--- src/rtl/sync_fifo_param_pkg.sv ---
// Shared constants and helpers for the parametrised synchronous FIFO.
package sync_fifo_param_pkg;

    localparam int BUS_WIDTH  = 16;
    localparam int FIFO_DEPTH = 8;

    // Occupancy must represent 0..depth inclusive, hence depth+1 states.
    function automatic int clog2_cnt(input int depth);
        return $clog2(depth + 1);
    endfunction

endpackage

--- src/rtl/sync_fifo_param_if.sv ---
// Producer/consumer handshake and status bundle of the synchronous FIFO.
interface sync_fifo_param_if
    import sync_fifo_param_pkg::*;
#(
    parameter int DATA_WIDTH = BUS_WIDTH,
    parameter int DEPTH      = FIFO_DEPTH
);
    localparam int CNT_W = clog2_cnt(DEPTH);

    logic [DATA_WIDTH-1:0] bus_in;
    logic                  wr_en;
    logic                  rd_en;
    logic [DATA_WIDTH-1:0] bus_out;
    logic                  valid;
    logic                  wr_ack;
    logic                  overflow;
    logic                  underflow;
    logic                  full;
    logic                  empty;
    logic                  almost_full;
    logic                  almost_empty;
    logic [CNT_W-1:0]      count;

    modport master (
        output bus_in, wr_en, rd_en,
        input  bus_out, valid, wr_ack, overflow, underflow,
               full, empty, almost_full, almost_empty, count
    );

    modport slave (
        input  bus_in, wr_en, rd_en,
        output bus_out, valid, wr_ack, overflow, underflow,
               full, empty, almost_full, almost_empty, count
    );

endinterface

--- src/rtl/sync_fifo_param_mem.sv ---
// Two-port register array: synchronous write, asynchronous read address.
module fifo_mem_2p
    import sync_fifo_param_pkg::*;
#(
    parameter int DATA_WIDTH = BUS_WIDTH,
    parameter int DEPTH      = FIFO_DEPTH,
    parameter int ADDR_W     = $clog2(DEPTH)
) (
    input  logic                  clk,
    input  logic                  we,
    input  logic [ADDR_W-1:0]     waddr,
    input  logic [DATA_WIDTH-1:0] wdata,
    input  logic [ADDR_W-1:0]     raddr,
    output logic [DATA_WIDTH-1:0] rdata
);

    logic [DATA_WIDTH-1:0] mem [DEPTH];

    always_ff @(posedge clk) begin
        if (we) begin
            mem[waddr] <= wdata;
        end
    end

    assign rdata = mem[raddr];

endmodule

--- src/rtl/sync_fifo_param.sv ---
// Parametrised single-clock FIFO with registered, valid-qualified output and status flags.
module sync_fifo_param
    import sync_fifo_param_pkg::*;
#(
    parameter int DATA_WIDTH = BUS_WIDTH,
    parameter int DEPTH      = FIFO_DEPTH,
    parameter int AF_TH      = DEPTH - 1,
    parameter int AE_TH      = 1
) (
    input logic              CLK,
    input logic              rst,
    sync_fifo_param_if.slave fifo
);

    localparam int CNT_W = clog2_cnt(DEPTH);
    localparam int PTR_W = $clog2(DEPTH);

    logic [PTR_W-1:0]      wr_ptr;
    logic [PTR_W-1:0]      rd_ptr;
    logic [CNT_W-1:0]      count_q;
    logic [DATA_WIDTH-1:0] data_q;
    logic [DATA_WIDTH-1:0] rd_data;
    logic                  valid_q;
    logic                  wr_ack_q;
    logic                  overflow_q;
    logic                  underflow_q;
    logic                  wr_en;
    logic                  rd_en;
    logic                  full;
    logic                  empty;
    logic                  almost_full;
    logic                  almost_empty;
    logic                  wr_acc;
    logic                  rd_acc;
    logic                  mem_we;

    // Explicit wrap so non-power-of-two depths never address past DEPTH-1.
    function automatic logic [PTR_W-1:0] ptr_next(input logic [PTR_W-1:0] p);
        return (p == PTR_W'(DEPTH - 1)) ? '0 : p + 1'b1;
    endfunction

    assign wr_en = fifo.wr_en;
    assign rd_en = fifo.rd_en;

    assign full         = (count_q == CNT_W'(DEPTH));
    assign empty        = (count_q == '0);
    assign almost_full  = (count_q >= CNT_W'(AF_TH));
    assign almost_empty = (count_q <= CNT_W'(AE_TH));

    // A read in the same cycle frees a slot, so a full FIFO still takes the write.
    assign wr_acc = wr_en && (!full || rd_en);
    assign rd_acc = rd_en && !empty;
    assign mem_we = wr_acc && !rst;

    fifo_mem_2p #(
        .DATA_WIDTH (DATA_WIDTH),
        .DEPTH      (DEPTH),
        .ADDR_W     (PTR_W)
    ) u_mem (
        .clk   (CLK),
        .we    (mem_we),
        .waddr (wr_ptr),
        .wdata (fifo.bus_in),
        .raddr (rd_ptr),
        .rdata (rd_data)
    );

    always_ff @(posedge CLK) begin
        if (rst) begin
            wr_ptr      <= '0;
            rd_ptr      <= '0;
            count_q     <= '0;
            data_q      <= '0;
            valid_q     <= 1'b0;
            wr_ack_q    <= 1'b0;
            overflow_q  <= 1'b0;
            underflow_q <= 1'b0;
        end else begin
            if (wr_acc) begin
                wr_ptr <= ptr_next(wr_ptr);
            end
            if (rd_acc) begin
                rd_ptr <= ptr_next(rd_ptr);
                data_q <= rd_data;
            end
            unique case ({wr_acc, rd_acc})
                2'b10:   count_q <= count_q + 1'b1;
                2'b01:   count_q <= count_q - 1'b1;
                default: count_q <= count_q;
            endcase
            valid_q     <= rd_acc;
            wr_ack_q    <= wr_acc;
            overflow_q  <= wr_en && !wr_acc;
            underflow_q <= rd_en && !rd_acc;
        end
    end

    assign fifo.bus_out      = data_q;
    assign fifo.valid        = valid_q;
    assign fifo.wr_ack       = wr_ack_q;
    assign fifo.overflow     = overflow_q;
    assign fifo.underflow    = underflow_q;
    assign fifo.full         = full;
    assign fifo.empty        = empty;
    assign fifo.almost_full  = almost_full;
    assign fifo.almost_empty = almost_empty;
    assign fifo.count        = count_q;

endmodule

--- src/flat_wrapper.sv ---
// flat-port wrapper written by rule: the top's interface ports become plain ports
module sync_fifo_param_flat import sync_fifo_param_pkg::*;
#(
    parameter int DATA_WIDTH = BUS_WIDTH,
    parameter int DEPTH      = FIFO_DEPTH,
    parameter int AF_TH      = DEPTH - 1,
    parameter int AE_TH      = 1
)
  (CLK, rst, fifo_bus_in, fifo_wr_en, fifo_rd_en, fifo_bus_out, fifo_valid, fifo_wr_ack, fifo_overflow, fifo_underflow, fifo_full, fifo_empty, fifo_almost_full, fifo_almost_empty, fifo_count);
  sync_fifo_param_if #(.DATA_WIDTH(DATA_WIDTH), .DEPTH(DEPTH)) fifo_i ();
  input logic CLK;
  input logic rst;
  input wire logic [$bits(fifo_i.bus_in)-1:0] fifo_bus_in;
  input wire logic [$bits(fifo_i.wr_en)-1:0] fifo_wr_en;
  input wire logic [$bits(fifo_i.rd_en)-1:0] fifo_rd_en;
  output wire logic [$bits(fifo_i.bus_out)-1:0] fifo_bus_out;
  output wire logic [$bits(fifo_i.valid)-1:0] fifo_valid;
  output wire logic [$bits(fifo_i.wr_ack)-1:0] fifo_wr_ack;
  output wire logic [$bits(fifo_i.overflow)-1:0] fifo_overflow;
  output wire logic [$bits(fifo_i.underflow)-1:0] fifo_underflow;
  output wire logic [$bits(fifo_i.full)-1:0] fifo_full;
  output wire logic [$bits(fifo_i.empty)-1:0] fifo_empty;
  output wire logic [$bits(fifo_i.almost_full)-1:0] fifo_almost_full;
  output wire logic [$bits(fifo_i.almost_empty)-1:0] fifo_almost_empty;
  output wire logic [$bits(fifo_i.count)-1:0] fifo_count;
  assign fifo_i.bus_in = fifo_bus_in;
  assign fifo_i.wr_en = fifo_wr_en;
  assign fifo_i.rd_en = fifo_rd_en;
  assign fifo_bus_out = fifo_i.bus_out;
  assign fifo_valid = fifo_i.valid;
  assign fifo_wr_ack = fifo_i.wr_ack;
  assign fifo_overflow = fifo_i.overflow;
  assign fifo_underflow = fifo_i.underflow;
  assign fifo_full = fifo_i.full;
  assign fifo_empty = fifo_i.empty;
  assign fifo_almost_full = fifo_i.almost_full;
  assign fifo_almost_empty = fifo_i.almost_empty;
  assign fifo_count = fifo_i.count;
  sync_fifo_param #(.DATA_WIDTH(DATA_WIDTH), .DEPTH(DEPTH), .AF_TH(AF_TH), .AE_TH(AE_TH)) u_core (.CLK(CLK), .rst(rst), .fifo(fifo_i));
endmodule
--- config.mk ---
export PLATFORM = sky130hd
export DESIGN_NAME = sync_fifo_param_flat
export DESIGN_NICKNAME = d
export VERILOG_FILES = /design/src/rtl/sync_fifo_param_pkg.sv /design/src/rtl/sync_fifo_param_if.sv /design/src/rtl/sync_fifo_param_mem.sv /design/src/rtl/sync_fifo_param.sv /design/src/flat_wrapper.sv
export SDC_FILE = /design/constraint.sdc
export NUM_CORES = 1
export LEC_CHECK = 0
export CAP_MARGIN = 0
export CORE_MARGIN = 2
export CORE_UTILIZATION = 58
export DETAILED_ROUTE_END_ITERATION = 10
export PLACE_DENSITY = 0.76
export SETUP_SLACK_MARGIN = 0.02
export SLEW_MARGIN = 30
export SYNTH_ARGS = -nofsm -noshare
export SYNTH_HDL_FRONTEND = slang
export SYNTH_SLANG_ARGS = --single-unit
export TNS_END_PERCENT = 20
--- constraint.sdc ---
create_clock -name CLK -period 5.43 [get_ports CLK]
set_input_delay 1.086 -clock CLK [delete_from_list [all_inputs] [get_ports CLK]]
set_output_delay 1.086 -clock CLK [all_outputs]
set_load 0.005 [all_outputs]
---- Word level (Yosys, flattened, before mapping) ----
Memory sizes are Yosys's and may differ from the RTL's. A register that Yosys moved wholly into a read port is not among the register bits.
Cells that the tools add are included.
cells by class
  order comparisons ....................... 2
  equal/unequal tests ..................... 5
  add/sub/neg operators ................... 4
  reduce and logical (&&, ||, !) cells .... 13
  multiplexer cells ....................... 5
operators by type and width
  operator             number
  $pmux 4 s2           1
  $add 3x1->3 const B  2
  $eq 3x3->1 const B   2
  $mux 3               2
  $logic_and 1x1->1    5
  $logic_not 1->1      5
  $add 4x1->4 const B  1
  $eq 4x4->1 const B   1
  $ge 4x3->1 const B   1
  $le 4x1->1 const B   1
  $logic_not 4->1      1
  $sub 4x1->4 const B  1
  $eq 2x1->1 const B   1
  $eq 2x2->1 const B   1
  $mux 1               2
  $reduce_bool 2->1    1
  $logic_or 1x1->1     1
storage, ports and cells
  RAM bits ................................ 128
  input bits .............................. 20
  flip-flop bits (word level) ............. 14
  memories ................................ 1
  output and inout port bits .............. 28
memories
  memory            words  width  rd ports  clocked after Yosys merged registers in  wr ports  line                       source
  u_core.u_mem.mem  8      16     1         1                                        1         sync_fifo_param_mem.sv:17  logic [DATA_WIDTH-1:0] mem [DEPTH];

---- Depth between registers and ports, before layout ----
Gate-level depths: netlist of the first run.
  depth after elaboration ................. 7
  gate-level depth with buffers ........... 11
  mapped depth without buffers ............ 10

---- Modules after synthesis ----
Synthesis of the first run repeated with hierarchy kept, for this count alone.
unflattened totals
  cell total of the unflattened synthesis .. 347
  area, all modules ....................... 6299.8 um2
modules (own cells, without submodules)
  module           cells an instance  area an instance (um2)  times used
  fifo_mem_2p      198                4973.5                  1
  sync_fifo_param  149                1326.3                  1

---- Worst setup path before layout of the first run ----
OpenSTA, ideal clock, no wires.
  path type ............................... input-to-reg
  start point ............................. in fifo_rd_en
  end point ............................... mem u_core.u_mem.mem[1][0] (netlist name), enable pin
  path buffers ............................ 1
  arrival time ............................ 2.936 ns
  cell stages on the path ................. 4
  path slack .............................. 2.084 ns
  cells stage by stage .................... buf_2 > o21ai_2 > or3b_1 > nor3_1
on the way
  cells in the longest elaborated chain, start to end .. 5
ends and longest elaborated chain
  what                          line                       source
  start: declaration            flat_wrapper.sv:15         input wire logic [$bits(fifo_i.rd_en)-1:0] fifo_rd_en;
  $logic_or 1x1->1              sync_fifo_param.sv:51      assign wr_acc = wr_en && (!full || rd_en);
  $logic_and 1x1->1             sync_fifo_param.sv:51
  $logic_and 1x1->1             sync_fifo_param.sv:53      assign mem_we = wr_acc && !rst;
  $mux 1                        sync_fifo_param_mem.sv:20  if (we) begin
  $mux 1 (implied by the code)  sync_fifo_param_mem.sv:21  mem[waddr] <= wdata;
  end: declaration              sync_fifo_param_mem.sv:17
No other way between the ends.

---- Worst setup path in the final report of the first run ----
  start point ............................. reg u_core.count_q[1] (netlist: u_core.fifo.count[1])
  end point ............................... out fifo_empty
on the way
  cells in the longest elaborated chain, start to end .. 1
ends and longest elaborated chain
  what                      line                   source
  start: declaration        sync_fifo_param.sv:20  logic [CNT_W-1:0] count_q;
  start signal: assignment  sync_fifo_param.sv:87  2'b10: count_q <= count_q + 1'b1;
  start signal: assignment  sync_fifo_param.sv:88  2'b01: count_q <= count_q - 1'b1;
  start signal: assignment  sync_fifo_param.sv:89  default: count_q <= count_q;
  $logic_not 4->1           sync_fifo_param.sv:46  assign empty = (count_q == '0);
  end: declaration          flat_wrapper.sv:22     output wire logic [$bits(fifo_i.empty)-1:0] fifo_empty;
No other way between the ends.

==> results of run 1 <==
-- per-stage QoR --
stage          utilization [%]  worst slack [ns]
6_report                  71.3              2.01
5_1_grt                   71.3              1.89
4_1_cts                   71.3              2.02
3_5_place_dp              65.6              1.63
3_3_place_gp              65.2              1.73
2_1_floorplan                -              2.08
-- cells in the final DEF (no fill, tap or decap), types with 2 or more instances in the layout --
cell type | Yosys | final
or3_1 | 3 | 3
nand4b_1 | 2 | 2
ha_1 | 8 | 8
or3b_1 | 3 | 3
nor2_1 | 13 | 13
buf_12 | 0 | 2
clkinv_4 | 0 | 3
nand2_1 | 7 | 7
nor3_1 | 4 | 2
a21oi_1 | 7 | 7
a32o_1 | 15 | 15
clkdlybuf4s50_1 | 0 | 47
inv_4 | 0 | 3
nor2b_2 | 0 | 2
mux2i_1 | 66 | 66
a22oi_1 | 32 | 32
clkbuf_8 | 0 | 2
clkbuf_16 | 0 | 19
nor3_2 | 0 | 2
inv_1 | 4 | 4
dfxtp_1 | 30 | 29
xor2_1 | 2 | 2
nand2b_1 | 5 | 5
edfxtp_1 | 128 | 128
clkinv_2 | 0 | 2
buf_4 | 5 | 9
-- worst paths after layout --
path | slack [ns] | start | to | cells past startpoint
setup / recovery | 2.01 | u_core.fifo.count[1] | fifo_empty | 5
hold / removal | 0.47 | u_core.fifo.bus_out[5] | u_core.fifo.bus_out[5] | 1
setup reg to reg | 2.58 | u_core.fifo.count[0] | u_core.u_mem.mem[3][5] | 7
hold reg to reg | 0.47 | u_core.fifo.bus_out[5] | u_core.fifo.bus_out[5] | 1
-- where the power goes --
group	leakage, nW	internal (mW)	switching [mW]
Clock	0.288	0.659	0.470
Combinational	0.733	0.327	0.288
Sequential	1.40	1.38	0.0708
-- registers in the layout, indices dropped and copies added, names as in the netlist --
signal                 flops
u_core.u_mem.mem         128
u_core.fifo.bus_out       16
u_core.fifo.count          4
u_core.rd_ptr              3
u_core.wr_ptr              3
u_core.fifo.overflow       1
u_core.fifo.underflow      1
u_core.fifo.valid          1
u_core.fifo.wr_ack         1
-- cell type report --
| type | count | area (µm²) | area share, % |
|---|---|---|---|
| Sequential cell | 158 | 4450 | 60.7 |
| Multi-Input combinational cell | 182 | 1540 | 20.9 |
| Timing Repair Buffer | 58 | 578 | 7.89 |
| Clock buffer | 22 | 507 | 6.91 |
| Tap cell | 136 | 170 | 2.32 |
| Clock inverter | 10 | 71.3 | 0.973 |
| Inverter | 5 | 18.8 | 0.256 |
-- cell families after synthesis --
kind of cell,Yosys count,synth area share [%]
multiplexers,66,10.8
buffers and inverters,25,2.36
adder cells (fa/ha/maj),8,1.64
AND/OR/NAND/NOR,44,3.87
XOR/XNOR,3,0.431
AO/OA/AOI/OAI,61,8.06
flip-flops,158,72.8
-- routing by layer --
metal  global-route usage, %  wire length (µm)
met1                    29.0              4780
met2                    36.5              5910
met3                    5.41               972
met4                    10.2               222
met5                       0                 0
==> results_dict.tcl, run 1 <==
set metrics [dict create \
    status "finished clean" \
    arrival_ns 2.33 \
    die_area_um2 11400 \
    synth_most_common_cell "edfxtp_1" \
    clk_pin_slew_ns 0.06 \
    ir_drop_mv 0.262 \
    ys_ff_latch 158 \
    rows 37 \
    hpwl_mm 7.01 \
    synth_area_um2 6100 \
    whs_ns 0.466 \
    critPathBufInv 3 \
    cp-start-kind "register" \
    synth_warnings 0 \
    synthCells 365 \
    syn2layout_area_growth_pct 20.1 \
    nNetsFinal 450 \
    ios 48 \
    maxSlewViolCount 0 \
    worstPathRequired_ns 4.34 \
    drtPass1Iterations 5 \
    finalHoldViolCount 0 \
    fmax_ghz 0.292 \
    hp-class "reg -> reg" \
    fillCellCount 656 \
    globalRouteTotalUtil_pct 22.5 \
    drive_above_1_share_pct 12.2 \
    place.gp.congestion 0.756 \
    synth_area_leaders "edfxtp_1, mux2i_1, dfxtp_1" \
    syn_nets 393 \
    drtIter0Drc 204 \
    grt_overflow 0 \
    vias_per_cell 5.96 \
    critical-path-top-delay-family "buffers and inverters" \
    core_area_um2 10300 \
    cts_tree "yes" \
    power.density_nw_per_um2 436 \
    clock-sinks 158 \
    synth_edf_count 128 \
    synth-seq-area-share_pct 72.8 \
    setup_tns_ns 0 \
    final_cell_area_um2 7330 \
    root_buffer "clkbuf_8" \
    synth.distinct_cells 35 \
    crit_chain "inv_1, ha_1, or3b_1, inv_2, clkdlybuf4s50_1" \
    dieHeight_um 107 \
    critPathMaxStageDelay_ns 0.50 \
    post_cts_resized 0 \
    grt_pass1_wl_mm 18.6 \
    postPlaceCellArea_um2 6750 \
    rsz0062_at_grt "false" \
    avgSynthCellArea_um2 16.7 \
    cp_max_fo 6 \
    async_flop_share_pct 0 \
    fin_crit_ns 3.42 \
    leakagePower_nw 2.42 \
    setup_viol_count_final 0 \
    placed_cells 539 \
    maxCapViolCount 0 \
    slew-limit-headroom_pct 34.2 \
    worst_pin_slew_ns 0.983 \
    grt_pass1_vias 3419 \
    wl_per_cell_um 20.8 \
    postCtsSetupBuffers 0 \
    routed_wl_mm 11.9 \
    cts_buffers 17 \
    remaining_drc_errors 0 \
    finClkSkew_ns 0.0110 \
    htree_levels 4 \
    insertedDiodeCount 0 \
    cts_hold_buf 0 \
    start_util_pct 59.4 \
    crit_type "reg -> out" \
    slowest_stage "or3b_1" \
    yosys.area.top_type "edfxtp_1" \
    vias 3406 \
    end_kind "output pin" \
    grt_start_max_net_pins 26 \
    synth_flop_cell "edfxtp_1" \
    ant_nets 0 \
    synth_top_area_share_pct 63.0 \
    instances_no_fill 571 \
    clock_latency_ns 0.53 \
    port-buffer-count 47 \
    netlist_top_cells_count "edfxtp_1, mux2i_1, a22oi_1" \
    power.total_mw 3.19 \
    die_w_um 107 \
    period_share_pct 63.0 \
    antenna_found_initial 0 \
    cts_buffer_depth 2 \
]
(Power assumes the default switching activity.)
==> inputs of run 2 (changes only) <==
--- a/config.mk
+++ b/config.mk
@@ -7,9 +7,9 @@
 export LEC_CHECK = 0
 export CAP_MARGIN = 0
 export CORE_MARGIN = 2
-export CORE_UTILIZATION = 58
+export CORE_UTILIZATION = 57
 export DETAILED_ROUTE_END_ITERATION = 10
-export PLACE_DENSITY = 0.76
+export PLACE_DENSITY = 0.75
 export SETUP_SLACK_MARGIN = 0.02
 export SLEW_MARGIN = 30
 export SYNTH_ARGS = -nofsm -noshare
==> constraint.sdc (replaced) <==
create_clock -name CLK -period 3.3 [get_ports CLK]
set_input_delay 0.66 -clock CLK [delete_from_list [all_inputs] [get_ports CLK]]
set_output_delay 0.66 -clock CLK [all_outputs]
set_load 0.005 [all_outputs]
==> run 2 against run 1 <==
Effect of this change: via count shrank 2.5%; sequential power up 67%; combinational power is 55% higher; utilization decreased by 0.36 points; clock power is 71% higher; clock skew is 0.0048 ns lower; critical path depth stayed put; global-route usage decreased by 0.84 points; final area rose by 0.39%; power rose by 66%; routed wire length shrank 3.9%; largest cell class unchanged.
==> results_dict.tcl, run 2 (same netlist as run 1, synthesis figures left out) <==
set metrics [dict create \
    status "finished clean" \
    setup_ws_ns 0.331 \
    critical_path.startpoint "u_core.fifo.count[1]" \
    maxSlewViolCount 0 \
    pre_cts_slack_ns 0.425 \
    worstPathRequired_ns 2.64 \
    slowest_stage "or3b_1" \
    clock-sinks 158 \
    period_share_pct 90.0 \
    end_kind "output pin" \
    critical_path.endpoint "fifo_empty" \
    port-buffer-count 47 \
    slew-limit-headroom_pct 44.1 \
    fmax_ghz 0.337 \
    rrSetupSlack_ns 0.76 \
    die_w_um 107 \
    vias 3321 \
    wl_per_cell_um 19.9 \
    drive_above_1_share_pct 11.6 \
    clk_pin_slew_ns 0.06 \
    start_util_pct 58.9 \
    cp-start-kind "register" \
    die_area_um2 11600 \
    grt_overflow 0 \
    drtPass1Iterations 4 \
    maxCapViolCount 0 \
    fin_crit_ns 2.97 \
    hpwl_mm 7.03 \
    postCtsSetupBuffers 0 \
    cp_max_fo 6 \
    remaining_drc_errors 0 \
    leakagePower_nw 2.45 \
    final_common_cell "edfxtp_1" \
    cts_tree "yes" \
    syn2layout_area_growth_pct 20.5 \
    largest_reg_flops 128 \
    reg2reg_depth 10 \
    grt_pass1_wl_mm 17.9 \
    clock_latency_ns 0.52 \
    root_buffer "clkbuf_8" \
    insertedDiodeCount 0 \
    routed_wl_mm 11.4 \
    regMostFlops "u_core.u_mem.mem" \
    dieHeight_um 107 \
    crit_chain "inv_1, ha_1, or3b_1, inv_2, clkdlybuf4s50_1" \
    setup_viol_count_final 0 \
    timing.rr.start "u_core.fifo.count[0]" \
    cts_buffers 17 \
    place.gp.congestion 0.788 \
    rr_endpoint "u_core.fifo.count[3]" \
    ios 48 \
    core_area_um2 10400 \
    htree_levels 4 \
    finalHoldViolCount 0 \
    worst_pin_slew_ns 0.838 \
    grt_start_max_net_pins 37 \
    hp-class "reg -> reg" \
    vias_per_cell 5.78 \
    nNetsFinal 456 \
    finClkSkew_ns 0.00624 \
    final_cell_mix "edfxtp_1, mux2i_1, clkdlybuf4s50_1" \
    rsz0062_at_grt "false" \
    ant_nets 0 \
    globalRouteTotalUtil_pct 21.7 \
    critPathMaxStageDelay_ns 0.51 \
    grt_pass1_vias 3422 \
    cts_hold_buf 0 \
    post_cts_resized 0 \
    setup_tns_ns 0 \
    crit_type "reg -> out" \
    cts_buffer_depth 2 \
    drtIter0Drc 163 \
    power.density_nw_per_um2 720 \
    arrival_ns 2.31 \
    antenna_found_initial 0 \
    ir_drop_mv 0.445 \
    rows 37 \
]
## run 2: metal layers
metal / vias to the layer above / GRT usage [%] / wire (µm)
met5: - / 0 / 0
met4: 0 / 8.42 / 200
met3: 17 / 7.14 / 514
met2: 82 / 36.5 / 5860
met1: 1654 / 25.9 / 4850
li1: 1568 / - / -
## run 2: metrics by stage
stage               instances  cell area, µm²  hold slack [ns]  power (mW)  utilization [%]
finish                    575            7360            0.464        5.30             70.9
global route              575            7360            0.489        5.52             70.9
CTS                       575            7360            0.470        5.35             70.9
detailed placement        545            6770            0.455        3.42             65.3
global placement          545            6770            0.446        3.39             65.3
floorplan                 365            6100            0.465        3.06                -
## run 2: layout make-up
cell class	count	area, µm²
Clock buffer	22	443
Clock inverter	8	141
Fill cell	685	3010
Inverter	5	18.8
Multi-Input combinational cell	182	1530
Sequential cell	158	4450
Tap cell	136	170
Timing Repair Buffer	64	611
## run 2: power by group
| group | switching, mW | internal, mW |
|---|---|---|
| clock | 0.694 | 1.23 |
| combinational | 0.425 | 0.527 |
| sequential | 0.151 | 2.27 |
## run 2: worst max-delay path, delay by kind of cell, from the launching register on
kind                     cells  cell delay [ns]
buffers and inverters        3             0.73
adder cells (fa/ha/maj)      1             0.21
flip-flops                   1             0.34
AND/OR/NAND/NOR              1             0.51
## run 2: worst min-delay path by stage
| stage | end | start | cells after the start | slack [ns] |
|---|---|---|---|---|
| after detailed placement | u_core.fifo.bus_out[7] | u_core.fifo.bus_out[7] | 1 | 0.46 |
| after CTS | u_core.fifo.bus_out[7] | u_core.fifo.bus_out[7] | 1 | 0.47 |
| final | u_core.fifo.bus_out[7] | u_core.fifo.bus_out[7] | 1 | 0.46 |
| after global placement | u_core.fifo.bus_out[7] | u_core.fifo.bus_out[7] | 1 | 0.45 |
| after global routing | u_core.fifo.bus_out[7] | u_core.fifo.bus_out[7] | 1 | 0.49 |
| after floorplan | u_core.wr_ptr[0] | u_core.wr_ptr[0] | 2 | 0.46 |
==> inputs of run 3 (changes only) <==
--- a/config.mk
+++ b/config.mk
@@ -5,6 +5,7 @@
 export SDC_FILE = /design/constraint.sdc
 export NUM_CORES = 1
 export LEC_CHECK = 0
+export ABC_CLOCK_PERIOD_IN_PS = 3300
 export CAP_MARGIN = 0
 export CORE_MARGIN = 2
 export CORE_UTILIZATION = 57
==> results of run 3 <==
No change in the layout: final DEF, timing and power equal those of run 2.
